==> src/rtl/zeroheti_pkg.sv <==
// Shared types for the zeroheti OBI manager arbiter.
//   mgr_idx_e  : index of an upstream OBI manager (core data port or debug SBA)
//   NumBusMgr  : number of upstream managers merged onto one bus port
//   other_mgr  : returns the index of the manager that is not the argument
package zeroheti_pkg;

    typedef enum logic [0:0] {
        MgrCore,
        MgrSba
    } mgr_idx_e;

    localparam int unsigned NumBusMgr = 2;

    // With exactly two managers, "the other one" is a simple flip.
    function automatic mgr_idx_e other_mgr(mgr_idx_e idx);
        return (idx == MgrCore) ? MgrSba : MgrCore;
    endfunction

endpackage

==> src/rtl/zeroheti_obi_mgr_arb_if.sv <==
// OBI bus bundle (request + response channels).
//   Manager     : drives req/addr/we/be/wdata/aid, receives gnt/rvalid/rdata/rid/err
//   Subordinate : mirror of Manager
interface OBI_BUS #(
    parameter int unsigned AddrWidth = 32,
    parameter int unsigned DataWidth = 32,
    parameter int unsigned IdWidth   = 1
) ();

    localparam int unsigned BeWidth = DataWidth / 8;

    // request channel
    logic                 req;
    logic                 gnt;
    logic [AddrWidth-1:0] addr;
    logic                 we;
    logic [BeWidth-1:0]   be;
    logic [DataWidth-1:0] wdata;
    logic [IdWidth-1:0]   aid;

    // response channel
    logic                 rvalid;
    logic [DataWidth-1:0] rdata;
    logic [IdWidth-1:0]   rid;
    logic                 err;

    modport Manager (
        output req, addr, we, be, wdata, aid,
        input  gnt, rvalid, rdata, rid, err
    );

    modport Subordinate (
        input  req, addr, we, be, wdata, aid,
        output gnt, rvalid, rdata, rid, err
    );

endinterface

==> src/rtl/zeroheti_src_fifo.sv <==
// Ordered record of which manager owns each granted, still-unanswered transaction.
//   clk_i, rst_ni : clock, asynchronous active-low reset (reset empties the FIFO)
//   push_i/data_i : append a manager index (ignored when full)
//   pop_i         : drop the head entry (ignored when empty)
//   full_o        : registered, Depth entries held
//   empty_o       : registered, no entries held
//   head_c        : combinational read of the oldest entry
module zeroheti_src_fifo
    import zeroheti_pkg::*;
#(
    parameter int unsigned Depth = 2
) (
    input  logic     clk_i,
    input  logic     rst_ni,
    input  logic     push_i,
    input  mgr_idx_e data_i,
    input  logic     pop_i,
    output logic     full_o,
    output logic     empty_o,
    output mgr_idx_e head_c
);

    localparam int unsigned PtrWidth = (Depth > 1) ? $clog2(Depth) : 1;
    localparam int unsigned CntWidth = $clog2(Depth + 1);
    localparam logic [PtrWidth-1:0] LastPtr  = PtrWidth'(Depth - 1);
    localparam logic [CntWidth-1:0] DepthCnt = CntWidth'(Depth);

    mgr_idx_e            mem_q [Depth];
    logic [PtrWidth-1:0] wr_ptr_q, wr_ptr_d;
    logic [PtrWidth-1:0] rd_ptr_q, rd_ptr_d;
    logic [CntWidth-1:0] cnt_q, cnt_d;
    logic                full_d, empty_d;
    logic                do_push, do_pop;

    // Pointers wrap explicitly so non-power-of-two depths work.
    function automatic logic [PtrWidth-1:0] next_ptr(logic [PtrWidth-1:0] ptr);
        return (ptr == LastPtr) ? '0 : ptr + PtrWidth'(1);
    endfunction

    assign do_push = push_i && !full_o;
    assign do_pop  = pop_i && !empty_o;
    assign head_c  = mem_q[rd_ptr_q];

    // Next-state: pointers, occupancy and the registered flags derived from it.
    always_comb begin
        wr_ptr_d = wr_ptr_q;
        rd_ptr_d = rd_ptr_q;
        cnt_d    = cnt_q + CntWidth'(do_push) - CntWidth'(do_pop);
        if (do_push) begin
            wr_ptr_d = next_ptr(wr_ptr_q);
        end
        if (do_pop) begin
            rd_ptr_d = next_ptr(rd_ptr_q);
        end
        full_d  = (cnt_d == DepthCnt);
        empty_d = (cnt_d == '0);
    end

    // State registers.
    always_ff @(posedge clk_i or negedge rst_ni) begin
        if (!rst_ni) begin
            wr_ptr_q <= '0;
            rd_ptr_q <= '0;
            cnt_q    <= '0;
            full_o   <= 1'b0;
            empty_o  <= 1'b1;
            for (int unsigned i = 0; i < Depth; i++) begin
                mem_q[i] <= MgrCore;
            end
        end else begin
            wr_ptr_q <= wr_ptr_d;
            rd_ptr_q <= rd_ptr_d;
            cnt_q    <= cnt_d;
            full_o   <= full_d;
            empty_o  <= empty_d;
            if (do_push) begin
                mem_q[wr_ptr_q] <= data_i;
            end
        end
    end

endmodule

==> src/rtl/zeroheti_obi_mgr_arb.sv <==
// Two-to-one OBI manager arbiter: merges the core data port (source 0) and the
// debug SBA manager (source 1) onto one OBI manager port. Round-robin between
// simultaneous requesters, holds a stalled request's source until it is granted,
// and routes in-order responses back to the owning source.
//   clk_i, rst_ni : clock, asynchronous active-low reset
//   core_sbr      : OBI subordinate port from the core data port
//   sba_sbr       : OBI subordinate port from the debug SBA manager
//   bus_mgr       : merged OBI manager port toward the interconnect
module zeroheti_obi_mgr_arb
    import zeroheti_pkg::*;
#(
    parameter int unsigned MaxTrans  = 2,
    parameter int unsigned AddrWidth = 32,
    parameter int unsigned DataWidth = 32,
    parameter int unsigned IdWidth   = 1
) (
    input  logic        clk_i,
    input  logic        rst_ni,
    OBI_BUS.Subordinate core_sbr,
    OBI_BUS.Subordinate sba_sbr,
    OBI_BUS.Manager     bus_mgr
);

    localparam int unsigned BeWidth = DataWidth / 8;

    localparam logic [0:0] LockIdle = 1'b0;
    localparam logic [0:0] LockHeld = 1'b1;

    mgr_idx_e             prio_q, prio_d;
    mgr_idx_e             lock_src_q, lock_src_d;
    logic [0:0]           lock_q, lock_d;
    mgr_idx_e             sel;
    mgr_idx_e             head;
    logic                 fifo_full, fifo_empty;

    logic                 sel_req;
    logic [AddrWidth-1:0] sel_addr;
    logic                 sel_we;
    logic [BeWidth-1:0]   sel_be;
    logic [DataWidth-1:0] sel_wdata;
    logic [IdWidth-1:0]   sel_aid;

    logic                 fwd_req, handshake, resp_ok;
    logic                 core_resp, sba_resp;

    // Source selection: a stalled request keeps its source; otherwise round-robin.
    always_comb begin
        sel = MgrCore;
        if (lock_q == LockHeld) begin
            sel = lock_src_q;
        end else if (core_sbr.req && sba_sbr.req) begin
            sel = prio_q;
        end else if (sba_sbr.req) begin
            sel = MgrSba;
        end
    end

    // Request payload mux.
    always_comb begin
        sel_req   = core_sbr.req;
        sel_addr  = core_sbr.addr;
        sel_we    = core_sbr.we;
        sel_be    = core_sbr.be;
        sel_wdata = core_sbr.wdata;
        sel_aid   = core_sbr.aid;
        if (sel == MgrSba) begin
            sel_req   = sba_sbr.req;
            sel_addr  = sba_sbr.addr;
            sel_we    = sba_sbr.we;
            sel_be    = sba_sbr.be;
            sel_wdata = sba_sbr.wdata;
            sel_aid   = sba_sbr.aid;
        end
    end

    // Nothing is forwarded while the owner record is full; no rvalid bypass.
    assign fwd_req   = sel_req && !fifo_full;
    assign handshake = fwd_req && bus_mgr.gnt;

    assign bus_mgr.req   = fwd_req;
    assign bus_mgr.addr  = sel_addr;
    assign bus_mgr.we    = sel_we;
    assign bus_mgr.be    = sel_be;
    assign bus_mgr.wdata = sel_wdata;
    assign bus_mgr.aid   = sel_aid;

    assign core_sbr.gnt = bus_mgr.gnt && !fifo_full && (sel == MgrCore);
    assign sba_sbr.gnt  = bus_mgr.gnt && !fifo_full && (sel == MgrSba);

    // Priority and lock next-state.
    always_comb begin
        prio_d     = prio_q;
        lock_d     = lock_q;
        lock_src_d = lock_src_q;
        if (handshake) begin
            prio_d = other_mgr(sel);
            lock_d = LockIdle;
        end else if (fwd_req) begin
            lock_d     = LockHeld;
            lock_src_d = sel;
        end
    end

    always_ff @(posedge clk_i or negedge rst_ni) begin
        if (!rst_ni) begin
            prio_q     <= MgrCore;
            lock_q     <= LockIdle;
            lock_src_q <= MgrCore;
        end else begin
            prio_q     <= prio_d;
            lock_q     <= lock_d;
            lock_src_q <= lock_src_d;
        end
    end

    zeroheti_src_fifo #(
        .Depth (MaxTrans)
    ) i_src_fifo (
        .clk_i   (clk_i),
        .rst_ni  (rst_ni),
        .push_i  (handshake),
        .data_i  (sel),
        .pop_i   (resp_ok),
        .full_o  (fifo_full),
        .empty_o (fifo_empty),
        .head_c  (head)
    );

    // A response with no outstanding transaction is dropped.
    assign resp_ok   = bus_mgr.rvalid && !fifo_empty;
    assign core_resp = resp_ok && (head == MgrCore);
    assign sba_resp  = resp_ok && (head == MgrSba);

    assign core_sbr.rvalid = core_resp;
    assign core_sbr.rdata  = core_resp ? bus_mgr.rdata : '0;
    assign core_sbr.rid    = core_resp ? bus_mgr.rid   : '0;
    assign core_sbr.err    = core_resp && bus_mgr.err;

    assign sba_sbr.rvalid = sba_resp;
    assign sba_sbr.rdata  = sba_resp ? bus_mgr.rdata : '0;
    assign sba_sbr.rid    = sba_resp ? bus_mgr.rid   : '0;
    assign sba_sbr.err    = sba_resp && bus_mgr.err;

endmodule

==> src/flat_wrapper.sv <==
// flat-port wrapper written by rule: the top's interface ports become plain ports
module zeroheti_obi_mgr_arb_flat import zeroheti_pkg::*;
#(
    parameter int unsigned MaxTrans  = 2,
    parameter int unsigned AddrWidth = 32,
    parameter int unsigned DataWidth = 32,
    parameter int unsigned IdWidth   = 1
)
  (clk_i, rst_ni, core_sbr_req, core_sbr_addr, core_sbr_we, core_sbr_be, core_sbr_wdata, core_sbr_aid, core_sbr_gnt, core_sbr_rvalid, core_sbr_rdata, core_sbr_rid, core_sbr_err, sba_sbr_req, sba_sbr_addr, sba_sbr_we, sba_sbr_be, sba_sbr_wdata, sba_sbr_aid, sba_sbr_gnt, sba_sbr_rvalid, sba_sbr_rdata, sba_sbr_rid, sba_sbr_err, bus_mgr_req, bus_mgr_addr, bus_mgr_we, bus_mgr_be, bus_mgr_wdata, bus_mgr_aid, bus_mgr_gnt, bus_mgr_rvalid, bus_mgr_rdata, bus_mgr_rid, bus_mgr_err);
  OBI_BUS #(.AddrWidth(AddrWidth), .DataWidth(DataWidth), .IdWidth(IdWidth)) core_sbr_i ();
  OBI_BUS #(.AddrWidth(AddrWidth), .DataWidth(DataWidth), .IdWidth(IdWidth)) sba_sbr_i ();
  OBI_BUS #(.AddrWidth(AddrWidth), .DataWidth(DataWidth), .IdWidth(IdWidth)) bus_mgr_i ();
  input  logic clk_i;
  input  logic rst_ni;
  input wire logic [$bits(core_sbr_i.req)-1:0] core_sbr_req;
  input wire logic [$bits(core_sbr_i.addr)-1:0] core_sbr_addr;
  input wire logic [$bits(core_sbr_i.we)-1:0] core_sbr_we;
  input wire logic [$bits(core_sbr_i.be)-1:0] core_sbr_be;
  input wire logic [$bits(core_sbr_i.wdata)-1:0] core_sbr_wdata;
  input wire logic [$bits(core_sbr_i.aid)-1:0] core_sbr_aid;
  output wire logic [$bits(core_sbr_i.gnt)-1:0] core_sbr_gnt;
  output wire logic [$bits(core_sbr_i.rvalid)-1:0] core_sbr_rvalid;
  output wire logic [$bits(core_sbr_i.rdata)-1:0] core_sbr_rdata;
  output wire logic [$bits(core_sbr_i.rid)-1:0] core_sbr_rid;
  output wire logic [$bits(core_sbr_i.err)-1:0] core_sbr_err;
  input wire logic [$bits(sba_sbr_i.req)-1:0] sba_sbr_req;
  input wire logic [$bits(sba_sbr_i.addr)-1:0] sba_sbr_addr;
  input wire logic [$bits(sba_sbr_i.we)-1:0] sba_sbr_we;
  input wire logic [$bits(sba_sbr_i.be)-1:0] sba_sbr_be;
  input wire logic [$bits(sba_sbr_i.wdata)-1:0] sba_sbr_wdata;
  input wire logic [$bits(sba_sbr_i.aid)-1:0] sba_sbr_aid;
  output wire logic [$bits(sba_sbr_i.gnt)-1:0] sba_sbr_gnt;
  output wire logic [$bits(sba_sbr_i.rvalid)-1:0] sba_sbr_rvalid;
  output wire logic [$bits(sba_sbr_i.rdata)-1:0] sba_sbr_rdata;
  output wire logic [$bits(sba_sbr_i.rid)-1:0] sba_sbr_rid;
  output wire logic [$bits(sba_sbr_i.err)-1:0] sba_sbr_err;
  output wire logic [$bits(bus_mgr_i.req)-1:0] bus_mgr_req;
  output wire logic [$bits(bus_mgr_i.addr)-1:0] bus_mgr_addr;
  output wire logic [$bits(bus_mgr_i.we)-1:0] bus_mgr_we;
  output wire logic [$bits(bus_mgr_i.be)-1:0] bus_mgr_be;
  output wire logic [$bits(bus_mgr_i.wdata)-1:0] bus_mgr_wdata;
  output wire logic [$bits(bus_mgr_i.aid)-1:0] bus_mgr_aid;
  input wire logic [$bits(bus_mgr_i.gnt)-1:0] bus_mgr_gnt;
  input wire logic [$bits(bus_mgr_i.rvalid)-1:0] bus_mgr_rvalid;
  input wire logic [$bits(bus_mgr_i.rdata)-1:0] bus_mgr_rdata;
  input wire logic [$bits(bus_mgr_i.rid)-1:0] bus_mgr_rid;
  input wire logic [$bits(bus_mgr_i.err)-1:0] bus_mgr_err;
  assign core_sbr_i.req = core_sbr_req;
  assign core_sbr_i.addr = core_sbr_addr;
  assign core_sbr_i.we = core_sbr_we;
  assign core_sbr_i.be = core_sbr_be;
  assign core_sbr_i.wdata = core_sbr_wdata;
  assign core_sbr_i.aid = core_sbr_aid;
  assign core_sbr_gnt = core_sbr_i.gnt;
  assign core_sbr_rvalid = core_sbr_i.rvalid;
  assign core_sbr_rdata = core_sbr_i.rdata;
  assign core_sbr_rid = core_sbr_i.rid;
  assign core_sbr_err = core_sbr_i.err;
  assign sba_sbr_i.req = sba_sbr_req;
  assign sba_sbr_i.addr = sba_sbr_addr;
  assign sba_sbr_i.we = sba_sbr_we;
  assign sba_sbr_i.be = sba_sbr_be;
  assign sba_sbr_i.wdata = sba_sbr_wdata;
  assign sba_sbr_i.aid = sba_sbr_aid;
  assign sba_sbr_gnt = sba_sbr_i.gnt;
  assign sba_sbr_rvalid = sba_sbr_i.rvalid;
  assign sba_sbr_rdata = sba_sbr_i.rdata;
  assign sba_sbr_rid = sba_sbr_i.rid;
  assign sba_sbr_err = sba_sbr_i.err;
  assign bus_mgr_req = bus_mgr_i.req;
  assign bus_mgr_addr = bus_mgr_i.addr;
  assign bus_mgr_we = bus_mgr_i.we;
  assign bus_mgr_be = bus_mgr_i.be;
  assign bus_mgr_wdata = bus_mgr_i.wdata;
  assign bus_mgr_aid = bus_mgr_i.aid;
  assign bus_mgr_i.gnt = bus_mgr_gnt;
  assign bus_mgr_i.rvalid = bus_mgr_rvalid;
  assign bus_mgr_i.rdata = bus_mgr_rdata;
  assign bus_mgr_i.rid = bus_mgr_rid;
  assign bus_mgr_i.err = bus_mgr_err;
  zeroheti_obi_mgr_arb #(.MaxTrans(MaxTrans), .AddrWidth(AddrWidth), .DataWidth(DataWidth), .IdWidth(IdWidth)) u_core (.clk_i(clk_i), .rst_ni(rst_ni), .core_sbr(core_sbr_i), .sba_sbr(sba_sbr_i), .bus_mgr(bus_mgr_i));
endmodule
==> config.mk <==
export PLATFORM = sky130hd
export DESIGN_NAME = zeroheti_obi_mgr_arb_flat
export DESIGN_NICKNAME = d
export VERILOG_FILES = /design/src/rtl/zeroheti_pkg.sv /design/src/rtl/zeroheti_obi_mgr_arb_if.sv /design/src/rtl/zeroheti_src_fifo.sv /design/src/rtl/zeroheti_obi_mgr_arb.sv /design/src/flat_wrapper.sv
export SDC_FILE = /design/constraint.sdc
export NUM_CORES = 1
export LEC_CHECK = 0
export ABC_AREA = 1
export CAP_MARGIN = 10
export CORE_AREA = 2 2 124 126
export CTS_BUF_LIST = sky130_fd_sc_hd__clkbuf_16
export DETAILED_ROUTE_END_ITERATION = 10
export DIE_AREA = 0 0 126 128
export GPL_ROUTABILITY_DRIVEN = 0
export GPL_TIMING_DRIVEN = 1
export PLACE_DENSITY_LB_ADDON = 0.25
export SYNTH_ARGS = -nofsm -noshare
export SYNTH_HDL_FRONTEND = slang
export SYNTH_SLANG_ARGS = --single-unit
export TNS_END_PERCENT = 20
==> constraint.sdc <==
create_clock -name clk_i -period 4.7 [get_ports clk_i]
set_input_delay 0.47 -clock clk_i [delete_from_list [all_inputs] [get_ports clk_i]]
set_output_delay 0.47 -clock clk_i [all_outputs]
set_load 0.05 [all_outputs]
==> results of run 1 <==
-- worst max-delay path by stage --
| stage | endpoint | cells past startpoint |
|---|---|---|
| 2_1_floorplan | core_sbr_gnt | 7 |
| 3_3_place_gp | bus_mgr_wdata[13] | 9 |
| 3_5_place_dp | bus_mgr_wdata[13] | 9 |
| 4_1_cts | bus_mgr_wdata[13] | 9 |
| 5_1_grt | bus_mgr_wdata[13] | 9 |
| 6_report | bus_mgr_wdata[13] | 9 |
-- registers in the layout (all words and copies together) (netlist names) --
signal and cells:
u_core.i_src_fifo.wr_ptr_q 1, u_core.lock_src_q 1, u_core.i_src_fifo.rd_ptr_q 1, u_core.i_src_fifo.empty_o 1
u_core.i_src_fifo.cnt_q 2, u_core.prio_q 1, u_core.lock_q 1, u_core.i_src_fifo.mem_q 2
u_core.i_src_fifo.full_o 1
-- per-layer routing --
metal / global-route usage, % / up-vias
li1: - / 1763
met1: 14.1 / 1417
met2: 24.6 / 190
met3: 5.43 / 4
met4: 2.33 / 0
met5: 0 / -
-- kinds of logic (layout without fill, tap and decap cells) --
| kind of cell | Yosys count | in the layout |
|---|---|---|
| and+or+nand+nor | 310 | 310 |
| AOI/OAI and AO/OA | 6 | 6 |
| buffers and inverters | 68 | 377 |
| xor gates and xnor gates | 3 | 3 |
| adders and majority gates | 1 | 1 |
| DFF | 11 | 11 |
-- area by class of cell --
type	instances	area, um2	area share, %
multi-input combinational	320	1300	24.4
tap	188	235	4.42
sequential	11	277	5.20
timing repair buffer	326	3250	61.2
inverter	47	176	3.32
clock inverter	1	3.75	0.0706
clock buffer	3	75.1	1.41
-- critical path, cell delays in order --
cell             delay (ps)
clkdlybuf4s50_1         480
inv_1                    40
nor2_1                   70
nand2_1                  90
nand2_2                  80
buf_4                   570
nand2_1                 160
nand2_1                 110
clkdlybuf4s50_1         860
-- placed cells by master (no fill, tap or decap), drive strengths merged --
cell           netlist  final
ha                   1      1
dfstp                1      1
dfrtp               10     10
nand2              230    230
clkdlybuf4s50        0    322
clkbuf               0      3
nand3                3      3
o21ai                5      5
clkinv               1      1
a21oi                1      1
xor2                 2      2
buf                 21      4
inv                 46     47
nor3                 2      2
xnor2                1      1
nor2                75     75
-- power by group through the flow --
stage / Clock, mW / Sequential, mW / Combinational [mW]
4_1_cts: 0.156 / 0.176 / 2.91
3_5_place_dp: 0 / 0.177 / 2.90
3_3_place_gp: 0 / 0.176 / 2.91
2_1_floorplan: 0 / 0.169 / 1.98
5_1_grt: 0.162 / 0.180 / 3.05
6_report: 0.152 / 0.175 / 2.87
-- stage by stage --
step                util, %  setup slack, ps
floorplan                 -             2210
global placement       35.2             1180
detailed placement     35.2             1200
CTS                    35.8             1180
global route           35.8             1040
finish                 35.8             1230
==> impl_metrics.json, run 1 <==
{
  "portBuffers": 322,
  "tightest_slew_ps": 754,
  "wl_per_cell_um": 13.2,
  "synth.avg_cell_area_um2": 4.87,
  "syn_inst": 399,
  "antenna_left": 0,
  "drt-vias-per-instance": 3.77,
  "io_pins": 323,
  "synth_area_leaders": "nand2_1 (44%), nor2_1 (13%), dfrtp_1 (13%), inv_1 (8.3%), buf_6 (7.0%)",
  "clock_path_buffers": 2,
  "fin_area_um2": 5320,
  "synthArstFlopShare_pct": 100,
  "cts_root_buf": "clkbuf_16",
  "synth.top_cells.by_count": "nand2_1 (226), nor2_1 (69), inv_1 (43)",
  "synthSimpleGateAreaFrac_pct": 62.9,
  "yosys.area.top_type": "nand2_1",
  "hold_viol_final": 0,
  "ctsHoldBuffers": 0,
  "r2r-start": "u_core.lock_q$_DFFE_PN0P_",
  "drv_cap": 0,
  "grt_start_max_net_pins": 74,
  "swShare_pct": 63.7,
  "p_sw_mw": 2.04,
  "power_frac_clock_pct": 4.8,
  "final-setup-viol-count": 0,
  "syn_nets": 580,
  "relSlewSlack_pct": 49.7,
  "final_cells": 896,
  "met1_length_mm": 4.45,
  "intPower_mw": 1.16,
  "place_hpwl_mm": 10.0,
  "fin_crit_ps": 3480,
  "yosysTopAreaCellShare_pct": 43.7,
  "fin_crit_sh_pct": 73.9,
  "htreeDepth": 1,
  "max_freq_mhz": 288,
  "synth_most_common_cell": "nand2_1",
  "drc_errors": 0,
  "synth_adder_area_share_pct": 0.644,
  "rr_endpoint": "u_core.i_src_fifo.empty_o$_DFF_PN1_",
  "synth.distinct_cells": 24,
  "dp_cells": 892,
  "min_path_type": "flop to flop",
  "tns_ps": 0,
  "rsz0062_at_grt": "false",
  "cts.repair.resized": 0,
  "grt_usage_pct": 13.2,
  "whs_path_depth": 2,
  "slew_violations": 0,
  "die_w_um": 126,
  "ys.flop_type": "dfrtp_1",
  "core-area_um2": 14900,
  "place_area_um2": 5240,
  "synth_top_family_by_area": "simple AND/OR/NAND/NOR gates",
  "reg2reg_depth": 13,
  "fill_cells": 1655,
  "initial_utilization_pct": 13.1,
  "endpoint_kind": "output pin",
  "clk-insertion-delay-late_ps": 230,
  "power_mw": 3.20,
  "antenna_found_initial": 0,
  "worstPathArrival_ps": 3000,
  "area_growth_pct": 174,
  "top_layer_used": "met4",
  "hold_path_end": "u_core.prio_q$_DFFE_PN0N_",
  "rrSetupSlack_ps": 2930,
  "yosysWarnings": 0,
  "synth_edf_count": 0,
  "cts.sinks": 11,
  "critPathLaunchType": "primary input",
  "synthMuxAreaShare_pct": 0,
  "globalRouteOverflowTotal": 0,
  "dr.pass1.iters": 4,
  "dieArea_um2": 16100,
  "vias": 3374,
  "synth_compound_area_share_pct": 1.74,
  "power.share.combinational_pct": 89.8,
  "p_leak_nw": 2.53,
  "drive_gt1_share_pct": 3.53,
  "synth_seq_area_share_pct": 14.2,
  "cts_tree": "built",
  "hold_slack_ps": 481,
  "dr_wl_met3_mm": 1.32,
  "criticalPathCategory": "primary input to output pin",
  "drt-total-wl_mm": 11.8,
  "status": "finished clean",
  "cp-startpoint": "sba_sbr_req",
  "finClkSkew_ps": 1.34,
  "ys_ff_latch": 11,
  "hold_start": "u_core.prio_q$_DFFE_PN0N_",
  "cts_buffers": 3,
  "n_antenna_cell": 0,
  "grt_pass1_wl_mm": 17.0,
  "synth_area_um2": 1940,
  "die_y_um": 128,
  "nNetsFinal": 890,
  "dr.first_iter.drc_count": 75,
  "cts.clk_slew.worst_paths_ps": 40,
  "core.rowCount": 45,
  "ir_worst_vdd_mv": 0.254,
  "grt_pass1_vias": 3136,
  "synth-xor-area-share_pct": 1.35,
  "cp_max_fo": 73,
  "wl_met2_mm": 5.98,
  "pwr-share-seq_pct": 5.5,
  "cellPowerDensity_nw_per_um2": 602,
  "cp.required_ps": 4230,
  "post-cts-setup-buffers": 0
}
(Power assumes the default switching activity.)
==> run 2, diff against run 1 <==
CORE_AREA = 2 2 126 128   (was 2 2 124 126)
DIE_AREA = 0 0 128 130   (was 0 0 126 128)
clock period = 3.45 ns   (was 4.7 ns; I/O delays follow)
==> impl_metrics.json, run 2 (synthesis gave the netlist of run 1 again) <==
{
  "worstSetupEndpoint": "sba_sbr_rdata[24]",
  "drt-vias-per-instance": 3.69,
  "ir_worst_vdd_mv": 0.414,
  "ctsHoldBuffers": 0,
  "crit_family": "buffers and inverters",
  "cp-startpoint": "bus_mgr_rvalid",
  "antenna_found_initial": 0,
  "antenna_left": 0,
  "core.rowCount": 46,
  "fin_crit_sh_pct": 84.1,
  "globalRouteOverflowTotal": 0,
  "cts_root_buf": "clkbuf_16",
  "r2r-start": "u_core.lock_q$_DFFE_PN0P_",
  "grt_pass1_wl_mm": 15.3,
  "grt_start_max_net_pins": 56,
  "clock_path_buffers": 2,
  "cp.required_ps": 3110,
  "slew_violations": 0,
  "final_common_cell": "clkdlybuf4s50_1",
  "slowest_delay_ps": 850,
  "final_cells": 899,
  "hold_viol_final": 0,
  "worstPathArrival_ps": 2560,
  "dp_cells": 895,
  "area_growth_pct": 211,
  "fin_crit_ps": 2900,
  "dr.first_iter.drc_count": 68,
  "criticalPathCategory": "primary input to output pin",
  "path_buf_inv": 3,
  "drv_cap": 0,
  "portBuffers": 322,
  "cts.repair.resized": 0,
  "grt_usage_pct": 11.3,
  "io_pins": 323,
  "core-area_um2": 15400,
  "initial_utilization_pct": 12.6,
  "cellPowerDensity_nw_per_um2": 864,
  "cp_slowest_cell": "clkdlybuf4s50_1",
  "path_depth": 6,
  "drt-total-wl_mm": 10.7,
  "biggestRegsByFlops": "u_core.i_src_fifo.cnt_q (2), u_core.i_src_fifo.mem_q (2)",
  "rsz0062_at_grt": "false",
  "place_hpwl_mm": 9.33,
  "finClkSkew_ps": 0.911,
  "max_freq_mhz": 344,
  "cts_tree": "built",
  "htreeDepth": 1,
  "drive_gt1_share_pct": 13.4,
  "die_w_um": 128,
  "final_cell_mix": "clkdlybuf4s50_1 (251), nand2_1 (225), buf_12 (72)",
  "cts_buffers": 3,
  "reg2reg_depth": 13,
  "drc_errors": 0,
  "cts.sinks": 11,
  "die_y_um": 130,
  "final-setup-viol-count": 0,
  "cts.clk_slew.worst_paths_ps": 40,
  "relSlewSlack_pct": 55.7,
  "dr.pass1.iters": 4,
  "vias": 3313,
  "crit_chain": "clkdlybuf4s50_1, inv_1, nor2_4, nand2_2, nor2_1, clkdlybuf4s50_1",
  "wl_per_cell_um": 11.9,
  "clk-insertion-delay-late_ps": 240,
  "nNetsFinal": 889,
  "rrSetupSlack_ps": 1690,
  "min_path_type": "primary input to async pin",
  "n_antenna_cell": 0,
  "critPathMostFrequentCell": "clkdlybuf4s50_1",
  "p_leak_nw": 2.92,
  "dieArea_um2": 16600,
  "cp_max_fo": 35,
  "tns_ps": 0,
  "place_area_um2": 5960,
  "tightest_slew_ps": 663,
  "power_mw": 5.22,
  "fin_area_um2": 6040,
  "endpoint_kind": "output pin",
  "rr_endpoint": "u_core.i_src_fifo.empty_o$_DFF_PN1_",
  "post-cts-setup-buffers": 0,
  "status": "finished clean",
  "critPathLaunchType": "primary input",
  "hold_slack_ps": 437,
  "grt_pass1_vias": 3036
}
==> run 2: cell types whose count changed in the layout (fill, tap and decap cells not counted) <==
cell and change:
buf_12 +72, clkdlybuf4s50_1 -71, buf_4 -2
==> run 2: worst min-delay path by stage <==
| stage | from | to | slack [ps] | depth (start not counted) |
|---|---|---|---|---|
| floorplan | rst_ni | u_core.i_src_fifo.cnt_q[0]$_DFF_PN0_ | 50 | 0 |
| global placement | u_core.prio_q$_DFFE_PN0N_ | u_core.prio_q$_DFFE_PN0N_ | 470 | 2 |
| detailed placement | u_core.prio_q$_DFFE_PN0N_ | u_core.prio_q$_DFFE_PN0N_ | 480 | 2 |
| CTS | rst_ni | u_core.prio_q$_DFFE_PN0N_ | 460 | 1 |
| global route | rst_ni | u_core.prio_q$_DFFE_PN0N_ | 500 | 1 |
| finish | rst_ni | u_core.i_src_fifo.cnt_q[1]$_DFF_PN0_ | 440 | 1 |
==> run 2: layout make-up <==
class | count | area [um2]
multi-input combinational | 320 | 1300
tap | 192 | 240
timing repair buffer | 325 | 3970
inverter | 47 | 176
clock inverter | 1 | 3.75
sequential | 11 | 277
clock buffer | 3 | 75.1
fill | 1595 | 9390
==> run 2: per-layer routing <==
metal	GRT usage (%)	up-vias	wire, um
met4	1.36	0	39
li1	-	1756	-
met3	4.35	4	1240
met2	21.8	193	5550
met1	12.1	1360	3880
met5	0	-	0
==> run 2: power by group <==
part	internal, mW	total (mW)	leakage (nW)	switching, mW
Sequential	0.196	0.237	0.133	0.0411
Clock	0.152	0.206	0.0423	0.0543
Combinational	1.93	4.78	2.74	2.85
==> run 2: through the flow <==
| step | utilization [%] | worst slack, ps |
|---|---|---|
| after floorplan | - | 1170 |
| after global placement | 38.6 | 506 |
| after detailed placement | 38.6 | 543 |
| after CTS | 39.1 | 517 |
| after global routing | 39.1 | 352 |
| final | 39.1 | 547 |
==> run 3, diff against run 2 <==
CORE_AREA = 2 2 125 127   (was 2 2 126 128)
DIE_AREA = 0 0 127 129   (was 0 0 128 130)
clock period = 2.6 ns   (was 3.45 ns; I/O delays follow)
==> impl_metrics.json, run 3 (synthesis gave the netlist of run 1 again) <==
{
  "n_antenna_cell": 0,
  "final-setup-viol-count": 0,
  "final_common_cell": "nand2_1",
  "die_w_um": 127,
  "grt_pass1_vias": 3246,
  "fin_area_um2": 6750,
  "critPathLaunchType": "primary input",
  "drc_errors": 0,
  "cp.required_ps": 2340,
  "cts_root_buf": "clkbuf_16",
  "hold_viol_final": 0,
  "core-area_um2": 15000,
  "nNetsFinal": 892,
  "status": "finished clean",
  "htreeDepth": 1,
  "cp_max_fo": 53,
  "antenna_found_initial": 0,
  "final_cell_mix": "nand2_1 (225), clkdlybuf4s50_1 (179), buf_12 (142)",
  "wl_per_cell_um": 12.4,
  "tns_ps": 0,
  "grt_start_max_net_pins": 62,
  "tightest_slew_ps": 580,
  "grt_usage_pct": 12.5,
  "portBuffers": 322,
  "cts.repair.resized": 0,
  "die_y_um": 129,
  "dr.first_iter.drc_count": 73,
  "clk-insertion-delay-late_ps": 230,
  "drv_cap": 0,
  "slew_violations": 0,
  "fin_crit_sh_pct": 82.4,
  "io_pins": 323,
  "core.rowCount": 45,
  "cts_tree": "built",
  "cts.sinks": 11,
  "finClkSkew_ps": 1.82,
  "max_freq_mhz": 467,
  "drt-total-wl_mm": 11.1,
  "initial_utilization_pct": 13.0,
  "dieArea_um2": 16400,
  "cts_buffers": 3,
  "cellPowerDensity_nw_per_um2": 1110,
  "post-cts-setup-buffers": 0,
  "ctsHoldBuffers": 0,
  "drt-vias-per-instance": 3.70,
  "biggestRegsByFlops": "u_core.i_src_fifo.cnt_q (2), u_core.i_src_fifo.mem_q (2)",
  "area_growth_pct": 247,
  "relSlewSlack_pct": 61.3,
  "drive_gt1_share_pct": 23.9,
  "worstPathArrival_ps": 1880,
  "globalRouteOverflowTotal": 0,
  "antenna_left": 0,
  "rsz0062_at_grt": "false",
  "place_hpwl_mm": 9.92,
  "endpoint_kind": "output pin",
  "clock_path_buffers": 2,
  "vias": 3327,
  "fin_crit_ps": 2140,
  "grt_pass1_wl_mm": 16.6,
  "ir_worst_vdd_mv": 0.699,
  "min_path_type": "primary input to async pin",
  "p_leak_nw": 3.27,
  "cts.clk_slew.worst_paths_ps": 40,
  "criticalPathCategory": "primary input to output pin",
  "dr.pass1.iters": 4,
  "place_area_um2": 6670
}
## run 3: changes by cell type in the layout (fill, tap and decap cells not counted)
cell,delta
buf_4,+5
clkdlybuf4s50_1,-72
buf_12,+70
## run 3: cell type report
class / count / area (um2)
inverter: 47 / 176
sequential: 11 / 277
tap: 188 / 235
fill: 1474 / 8230
clock buffer: 3 / 75.1
multi-input combinational: 320 / 1300
timing repair buffer: 328 / 4690
clock inverter: 1 / 3.75
## run 3: through the flow
step | hold WS [ps] | worst slack, ps | util, % | power, mW | cells
2_1_floorplan | -35.6 | 410 | - | 3.89 | 399
3_3_place_gp | 489 | 482 | 44.6 | 7.25 | 894
3_5_place_dp | 488 | 443 | 44.6 | 7.26 | 894
4_1_cts | 384 | 442 | 45.1 | 7.55 | 898
5_1_grt | 409 | 278 | 45.1 | 7.83 | 898
6_report | 365 | 458 | 45.1 | 7.47 | 898
## run 3: metal layers
| layer | routed length [um] | GRT usage [%] | vias up | share of wire, % |
|---|---|---|---|---|
| met5 | 0 | 0 | - | 0 |
| met3 | 1100 | 3.49 | 6 | 9.9 |
| li1 | - | - | 1766 | - |
| met2 | 5670 | 23.2 | 200 | 51 |
| met1 | 4300 | 14.7 | 1355 | 39 |
| met4 | 62 | 1.23 | 0 | 0.56 |
## run 3: power breakdown
| group | total [mW] | internal, mW | leakage, nW | switching [mW] |
|---|---|---|---|---|
| Sequential | 0.319 | 0.260 | 0.133 | 0.0588 |
| Clock | 0.269 | 0.201 | 0.0423 | 0.0676 |
| Combinational | 6.88 | 2.98 | 3.10 | 3.89 |
| Total | 7.47 | 3.45 | 3.27 | 4.02 |
## run 3: worst paths after layout
kind / startpoint / to / slack, ps / cells past startpoint
worst max-delay path: core_sbr_req / bus_mgr_addr[29] / 460 / 9
worst min-delay path: rst_ni / u_core.i_src_fifo.full_o$_DFF_PN0_ / 360 / 1
worst max register to register: u_core.lock_q$_DFFE_PN0P_ / u_core.i_src_fifo.full_o$_DFF_PN0_ / 770 / 11
worst min register to register: u_core.prio_q$_DFFE_PN0N_ / u_core.prio_q$_DFFE_PN0N_ / 500 / 2
max in group asynchronous: rst_ni / u_core.i_src_fifo.empty_o$_DFF_PN1_ / 1880 / 1
min in group clk_i: u_core.prio_q$_DFFE_PN0N_ / u_core.prio_q$_DFFE_PN0N_ / 500 / 2
## run 3: critical path: stages
cell and delay, ps:
clkdlybuf4s50_1 490, nand2_1 60, nand2_1 100, nand2_2 90
inv_2 210, buf_12 260, nand2_1 80, nand2_1 130
buf_12 150
